==> src/rtl/mem_port_arbiter_pkg.sv <==
// Shared types for the instruction/data memory port arbiter: FSM state, owner,
// RV32I load/store funct3 encodings, memory request bundle and legality helper.
package mem_port_arbiter_pkg;

  typedef enum logic [1:0] {IDLE, I_ACC, D_ACC, RESP} arb_state_t;
  typedef enum logic {OWN_I = 1'b0, OWN_D = 1'b1} owner_t;

  typedef enum logic [2:0] {
    LB  = 3'b000,
    LH  = 3'b001,
    LW  = 3'b010,
    LBU = 3'b100,
    LHU = 3'b101
  } load_t;

  typedef enum logic [2:0] {
    SB = 3'b000,
    SH = 3'b001,
    SW = 3'b010
  } store_t;

  localparam int NUM_LANES = 4;
  localparam int LANE_W    = 8;

  typedef struct packed {
    logic                  ren;
    logic                  wen;
    logic [31:0]           addr;
    logic [31:0]           wdata;
    logic [NUM_LANES-1:0]  be;
  } mreq_t;

  // Natural alignment of the access size; unknown funct3 values are never legal.
  function automatic logic access_legal(input logic is_store, input logic [2:0] f3,
                                        input logic [1:0] a);
    logic ok;
    ok = 1'b0;
    if (is_store) begin
      case (f3)
        SB:      ok = 1'b1;
        SH:      ok = !a[0];
        SW:      ok = (a == 2'b00);
        default: ok = 1'b0;
      endcase
    end else begin
      case (f3)
        LB, LBU: ok = 1'b1;
        LH, LHU: ok = !a[0];
        LW:      ok = (a == 2'b00);
        default: ok = 1'b0;
      endcase
    end
    return ok;
  endfunction

endpackage

==> src/rtl/mem_port_arbiter_lane_align.sv <==
// lsu_lane_align: combinational byte-lane steering. Request side builds byte
// enables, replicated store data and the misalign flag; response side extends load data.
module lsu_lane_align
  import mem_port_arbiter_pkg::*;
(
  input  logic                 is_store_i,
  input  logic [2:0]           funct3_i,
  input  logic [1:0]           addr_lo_i,
  input  logic [31:0]          wdata_i,
  output logic [NUM_LANES-1:0] byte_en_o,
  output logic [31:0]          wdata_o,
  output logic                 misalign_o,
  input  logic [2:0]           ld_funct3_i,
  input  logic [1:0]           ld_addr_lo_i,
  input  logic [31:0]          rdata_i,
  output logic [31:0]          rdata_o
);

  logic [NUM_LANES-1:0][LANE_W-1:0] wlane;
  logic [7:0]                       ld_b;
  logic [15:0]                      ld_h;

  // Each lane gets the byte it would carry for any store address of that size.
  for (genvar k = 0; k < NUM_LANES; k++) begin : g_lane
    assign wlane[k] = (funct3_i == SB) ? wdata_i[LANE_W-1:0] :
                      (funct3_i == SH) ? wdata_i[(k%2)*LANE_W +: LANE_W] :
                                         wdata_i[k*LANE_W +: LANE_W];
  end

  assign wdata_o    = is_store_i ? wlane : '0;
  assign misalign_o = !access_legal(is_store_i, funct3_i, addr_lo_i);

  always_comb begin
    byte_en_o = '1;
    if (is_store_i) begin
      case (funct3_i)
        SB:      byte_en_o = 4'b0001 << addr_lo_i;
        SH:      byte_en_o = 4'b0011 << {addr_lo_i[1], 1'b0};
        default: byte_en_o = '1;
      endcase
    end
  end

  assign ld_b = rdata_i[{ld_addr_lo_i, 3'b000} +: 8];
  assign ld_h = rdata_i[{ld_addr_lo_i[1], 4'b0000} +: 16];

  always_comb begin
    rdata_o = rdata_i;
    case (ld_funct3_i)
      LB:      rdata_o = {{24{ld_b[7]}}, ld_b};
      LBU:     rdata_o = {24'h0, ld_b};
      LH:      rdata_o = {{16{ld_h[15]}}, ld_h};
      LHU:     rdata_o = {16'h0, ld_h};
      default: rdata_o = rdata_i;
    endcase
  end

endmodule

==> src/rtl/mem_port_arbiter.sv <==
// Shares one 32-bit single-ported memory between fetch and load/store.
// Define ARB_ROUND_ROBIN_EN for round-robin arbitration; default is data-over-fetch priority.
module mem_port_arbiter
  import mem_port_arbiter_pkg::*;
#(
  parameter int TIMEOUT_CYCLES = 255,
  parameter bit RESET_PC_OWNER = 1'b1
) (
  input  logic        CLK,
  input  logic        RST,
  input  logic        i_ren,
  input  logic [31:0] i_addr,
  output logic [31:0] i_rdata,
  output logic        i_busy,
  input  logic        d_ren,
  input  logic        d_wen,
  input  logic [2:0]  d_funct3,
  input  logic [31:0] d_addr,
  input  logic [31:0] d_wdata,
  output logic [31:0] d_rdata,
  output logic        d_busy,
  output logic        d_misalign,
  output logic        m_ren,
  output logic        m_wen,
  output logic [31:0] m_addr,
  output logic [31:0] m_wdata,
  output logic [3:0]  m_byte_en,
  input  logic [31:0] m_rdata,
  input  logic        m_busy,
  output logic        timeout_err
);

  localparam logic [15:0] TO_LAST = 16'(TIMEOUT_CYCLES - 1);

  arb_state_t  state_q, state_d;
  owner_t      cur_q, cur_d;
  logic [15:0] cnt_q, cnt_d;
  mreq_t       mreq_q, mreq_d;
  logic [31:0] i_rdata_q, i_rdata_d;
  logic [31:0] d_rdata_q, d_rdata_d;
  logic        mis_q, mis_d;
  logic        to_q, to_d;
  logic [2:0]  f3_q, f3_d;
  logic [1:0]  alo_q, alo_d;
  logic        st_q, st_d;
`ifdef ARB_ROUND_ROBIN_EN
  owner_t      rr_q, rr_d;
`endif

  logic        d_req, grant_d;
  logic [3:0]  st_be;
  logic [31:0] st_wdata, ld_data;
  logic        req_illegal;
  logic        unused_addr_lo;

  assign unused_addr_lo = ^i_addr[1:0];
  assign d_req          = d_ren || d_wen;

`ifdef ARB_ROUND_ROBIN_EN
  // rr_q names the requester preferred on the next contention.
  assign grant_d = d_req && !(i_ren && (rr_q == OWN_I));
`else
  assign grant_d = d_req;
`endif

  lsu_lane_align u_align (
    .is_store_i   (d_wen),
    .funct3_i     (d_funct3),
    .addr_lo_i    (d_addr[1:0]),
    .wdata_i      (d_wdata),
    .byte_en_o    (st_be),
    .wdata_o      (st_wdata),
    .misalign_o   (req_illegal),
    .ld_funct3_i  (f3_q),
    .ld_addr_lo_i (alo_q),
    .rdata_i      (m_rdata),
    .rdata_o      (ld_data)
  );

  always_comb begin
    state_d   = state_q;
    cur_d     = cur_q;
    cnt_d     = cnt_q;
    mreq_d    = mreq_q;
    i_rdata_d = i_rdata_q;
    d_rdata_d = d_rdata_q;
    mis_d     = 1'b0;
    to_d      = 1'b0;
    f3_d      = f3_q;
    alo_d     = alo_q;
    st_d      = st_q;
`ifdef ARB_ROUND_ROBIN_EN
    rr_d      = rr_q;
`endif
    case (state_q)
      IDLE: begin
        if (grant_d) begin
          cur_d = OWN_D;
`ifdef ARB_ROUND_ROBIN_EN
          rr_d  = OWN_I;
`endif
          if (req_illegal) begin
            state_d   = RESP;
            mis_d     = 1'b1;
            d_rdata_d = '0;
          end else begin
            state_d      = D_ACC;
            cnt_d        = '0;
            mreq_d.ren   = !d_wen;
            mreq_d.wen   = d_wen;
            mreq_d.addr  = {d_addr[31:2], 2'b00};
            mreq_d.wdata = st_wdata;
            mreq_d.be    = st_be;
            f3_d         = d_funct3;
            alo_d        = d_addr[1:0];
            st_d         = d_wen;
          end
        end else if (i_ren) begin
          cur_d   = OWN_I;
`ifdef ARB_ROUND_ROBIN_EN
          rr_d    = OWN_D;
`endif
          state_d = I_ACC;
          cnt_d   = '0;
          mreq_d  = '{ren: 1'b1, wen: 1'b0, addr: {i_addr[31:2], 2'b00}, wdata: '0, be: '1};
        end
      end
      I_ACC, D_ACC: begin
        // A still-busy memory on the last allowed cycle means the access is abandoned.
        if (!m_busy || (cnt_q == TO_LAST)) begin
          state_d = RESP;
          mreq_d  = '0;
          to_d    = m_busy;
          if (state_q == I_ACC) i_rdata_d = m_busy ? '0 : m_rdata;
          else                  d_rdata_d = (m_busy || st_q) ? '0 : ld_data;
        end else begin
          cnt_d = cnt_q + 16'd1;
        end
      end
      default: state_d = IDLE;
    endcase
  end

  always_ff @(posedge CLK or posedge RST) begin
    if (RST) begin
      state_q   <= IDLE;
      cur_q     <= owner_t'(RESET_PC_OWNER);
      cnt_q     <= '0;
      mreq_q    <= '0;
      i_rdata_q <= '0;
      d_rdata_q <= '0;
      mis_q     <= 1'b0;
      to_q      <= 1'b0;
      f3_q      <= '0;
      alo_q     <= '0;
      st_q      <= 1'b0;
`ifdef ARB_ROUND_ROBIN_EN
      rr_q      <= owner_t'(RESET_PC_OWNER);
`endif
    end else begin
      state_q   <= state_d;
      cur_q     <= cur_d;
      cnt_q     <= cnt_d;
      mreq_q    <= mreq_d;
      i_rdata_q <= i_rdata_d;
      d_rdata_q <= d_rdata_d;
      mis_q     <= mis_d;
      to_q      <= to_d;
      f3_q      <= f3_d;
      alo_q     <= alo_d;
      st_q      <= st_d;
`ifdef ARB_ROUND_ROBIN_EN
      rr_q      <= rr_d;
`endif
    end
  end

  assign m_ren       = mreq_q.ren;
  assign m_wen       = mreq_q.wen;
  assign m_addr      = mreq_q.addr;
  assign m_wdata     = mreq_q.wdata;
  assign m_byte_en   = mreq_q.be;
  assign i_rdata     = i_rdata_q;
  assign d_rdata     = d_rdata_q;
  assign d_misalign  = mis_q;
  assign timeout_err = to_q;
  assign i_busy      = i_ren && !((state_q == RESP) && (cur_q == OWN_I));
  assign d_busy      = d_req && !((state_q == RESP) && (cur_q == OWN_D));

endmodule

==> config.mk <==
export PLATFORM = sky130hd
export DESIGN_NAME = mem_port_arbiter
export DESIGN_NICKNAME = d
export VERILOG_FILES = /design/src/rtl/mem_port_arbiter_pkg.sv /design/src/rtl/mem_port_arbiter_lane_align.sv /design/src/rtl/mem_port_arbiter.sv
export SDC_FILE = /design/constraint.sdc
export NUM_CORES = 1
export LEC_CHECK = 0
export CAP_MARGIN = 20
export CORE_ASPECT_RATIO = 0.9
export CORE_UTILIZATION = 30
export CTS_CLUSTER_DIAMETER = 80
export DETAILED_ROUTE_END_ITERATION = 7
export DONT_BUFFER_PORTS = 1
export PLACE_DENSITY = 0.41
export SYNTH_ARGS = -nofsm -noshare
export SYNTH_HDL_FRONTEND = slang
export SYNTH_SLANG_ARGS = --single-unit
==> constraint.sdc <==
create_clock -name CLK -period 7.05 [get_ports CLK]
set_clock_uncertainty 0.1 [all_clocks]
set_input_delay 0.705 -clock CLK [delete_from_list [all_inputs] [get_ports CLK]]
set_output_delay 0.705 -clock CLK [all_outputs]
set_load 0.01 [all_outputs]
==> qor.csv <==
metric;value;unit
leakage;3.706;nW
# setup viols final;0;
final worst path period share;44.45;%
Fmax;0.3191;GHz
Max Cap Violations;0;
TritonRoute pass-1 iters;5;
hold-fix buffers at CTS;0;
Pwr Total;3.853;mW
crit path time final;3.134;ns
CTS Buf Count;17;
slowest stage delay, CP;0.68;ns
Setup TNS;0;ns
Core ar.;25190;sq um
top cells by count, synth;nand2_1, dfrtp_1, o21ai_0, mux2i_1, clkbuf_1;
top cells by area, synth;dfrtp_1, nand2_1, o21ai_0;
number of fillers in the final layout;2595;
HPWL after DPL;17560;um
Slew HR;30.71;%
sequential-to-total area share from yosys stat;51.65;%
routed wire length;24130;um
worst slew pin tran;1.030;ns
clk buf depth;2;
RSZ-0062 raised after global routing;false;
nets;924;
Slowest cell on crit path;or4_1;
Peak VDD IR;0.1978;mV
largest family of logic cells by synthesized area;compound AO/OA/AOI/OAI gates;
worst path cell trace;inv_1 -> ha_1 -> or4b_1 -> or4_1 -> a311o_1 -> buf_4 -> o41ai_1;
asr flop ratio synth;100.0;%
Synth Cell Area;7706;sq um
post-synthesis xor/xnor area fraction;0;%
Overall Global Routing Usage;18.67;%
Routed Antenna Nets;0;
dpl ws;3.542;ns
vias in the first global route;6084;
CP Class;flip-flop to flip-flop;
post-synth top area cell;dfrtp_1;
Worst Setup End Kind;flip-flop;
most frequent cell after synthesis;nand2_1;
proportion of synthesized area in mux cells;9.855;%
status;complete, no violations;
Top Layer Used;met4;
Initial DRC Count;388;
Worst Path Required;7.25;ns
Syn-to-layout area delta;11.93;%
PwrDens;446.7;nW/um^2
crit path max fanout;41;
pin count of the biggest net entering global routing;90;
worst reg2reg setup slack;3.92;ns
area share of fa/ha/maj cells after synthesis;1.137;%
most frequently used flop master after synthesis;dfrtp_1;
distinct cell type count of the synthesized netlist;55;
worst hold slack;0.1994;ns
final setup margin;3.916;ns
Top Ports;275;
CTS clk-pin slew, worst paths;0.07;ns
multi-input logic area;3451;sq um
Routability Congestion;0.8166;
fin util;34.25;%
Num Clock Sinks;159;
startpoint types;flip-flop;
die height;154.0;um
DRT met1 WL;10180;um
width of the die;170.9;um
diode count;0;
post-cts resize count;0;
Synth warnings;0;
Port Buffers;0;
syn_area_per_cell;9.609;sq um
Post-synth EDFFs;0;
Synth top area share;51.31;%
Post-CTS Setup Inserts;0;
via count;5909;
Final Hold Viols;0;
Mapped Cells;802;
Worst Reg2Reg Path Length in Cells;7;
synthesized flop and latch total;159;
TritonCTS clock tree;done;
worst r2r src;cnt_q[0]$_DFFE_PP0P_;
FF/Latch Area;3980;sq um
compound-cell area share of the yosys netlist;17.71;%
routed vias/inst;5.206;
drt wl/cell;21.26;um
clk_lat worst skew;0.42;ns
first-pass GRT wire length;36980;um
Initial Util;30.60;%
met3 wirelength from detailed routing;2095;um
residual DRC count;0;
Slew Viols, Final;0;
simple-gate share of the synthesized area;15.78;%
DIE AREA;26330;sq um
CTS Root Cell;clkbuf_16;
initial antenna violation count;0;
Hold WC Path Type;input pin to asynchronous set/reset pin;
Routed met2 length;11470;um
Rows;55;
fraction of layout instances using a drive strength above 1;8.197;%
H-tree depth;4;
worst reg2reg endpoint;d_rdata[15]$_DFFE_PP0P_;
crit path DAT;3.34;ns
global route total overflow;0;
worst max-delay path by stage:
stage                           start                      end  slack (ns)  depth (start not counted)
6_report         cnt_q[0]$_DFFE_PP0P_  d_rdata[15]$_DFFE_PP0P_        3.92                          7
5_1_grt        state_q[0]$_DFFE_PP0P_     cnt_q[4]$_DFFE_PP0P_        3.71                          8
4_1_cts        state_q[0]$_DFFE_PP0P_        m_ren$_DFFE_PP0P_        3.74                          6
3_5_place_dp                d_addr[0]   m_addr[10]$_DFFE_PP0P_        3.54                          4
3_3_place_gp                d_addr[0]        m_ren$_DFFE_PP0P_        3.59                          4
2_1_floorplan                     RST     alo_q[0]$_DFFE_PP0P_        1.96                          1
kinds of logic (layout without fill, tap and decap cells):
| family | Yosys count | count (layout) |
|---|---|---|
| mux | 70 | 70 |
| flops | 159 | 159 |
| compound gates | 218 | 218 |
| simple gates | 273 | 273 |
| fa+ha+maj | 7 | 7 |
| buf+inv | 74 | 64 |
| other cells | 1 | 2 |
state kept, by name (all words and copies together), names as in the netlist:
| signal | flops |
|---|---|
| cur_q | 1 |
| state_q | 2 |
| cnt_q | 16 |
| d_misalign | 1 |
| m_ren | 1 |
| alo_q | 2 |
| d_rdata | 32 |
| m_wdata | 32 |
| f3_q | 3 |
| m_wen | 1 |
| timeout_err | 1 |
| st_q | 1 |
| m_byte_en | 4 |
| m_addr | 30 |
| i_rdata | 32 |
critical path: cells and delay by family (launching register included):
family | cells | cell delay, ns
simple gates | 2 | 1.15
compound gates | 2 | 0.80
flops | 1 | 0.45
buf+inv | 2 | 0.35
fa+ha+maj | 1 | 0.16
report_power, final:
| group | internal (mW) | switching, mW | total (mW) |
|---|---|---|---|
| sequential | 1.25 | 0.442 | 1.69 |
| combinational | 0.428 | 0.822 | 1.25 |
| clock | 0.473 | 0.442 | 0.916 |
| total | 2.15 | 1.71 | 3.85 |
cells in the final DEF, fill, tap and decap left out, drive strengths merged, types with 4 or more instances in the layout:
cell,instances
nand2,185
dfrtp,158
o21ai,124
mux2i,59
inv,26
nor2b,20
clkbuf,19
o31ai,18
a22o,15
nor2,14
a21oi,10
buf,10
nand4,9
nand3,9
o211ai,8
a221oi,8
mux2,7
ha,7
or4,6
nor3,6
clkinv,6
a211oi,5
o311ai,5
and2,5
a31oi,5
nor4,4
mux4,4
final cells by class:
type | count | area share (%)
Sequential cell | 159 | 46.14
Multi-Input combinational cell | 570 | 40.01
Clock buffer | 18 | 4.975
Tap cell | 342 | 4.961
Clock inverter | 14 | 1.784
Timing Repair Buffer | 11 | 1.160
Inverter | 21 | 0.9719
layer usage:
| layer | up-vias | global-route usage (%) |
|---|---|---|
| li1 | 2794 | - |
| met1 | 2840 | 23.28 |
| met2 | 252 | 30.38 |
| met3 | 23 | 6.512 |
| met4 | 0 | 5.400 |
| met5 | - | 0 |
through the flow:
stage,cells,cell area (sq um)
final,1135,8626
after global routing,1135,8626
after CTS,1131,8578
after detailed placement,1099,7995
after global placement,1099,7995
after floorplan,803,7710
No activity file was read; power rests on OpenSTA's default activity.
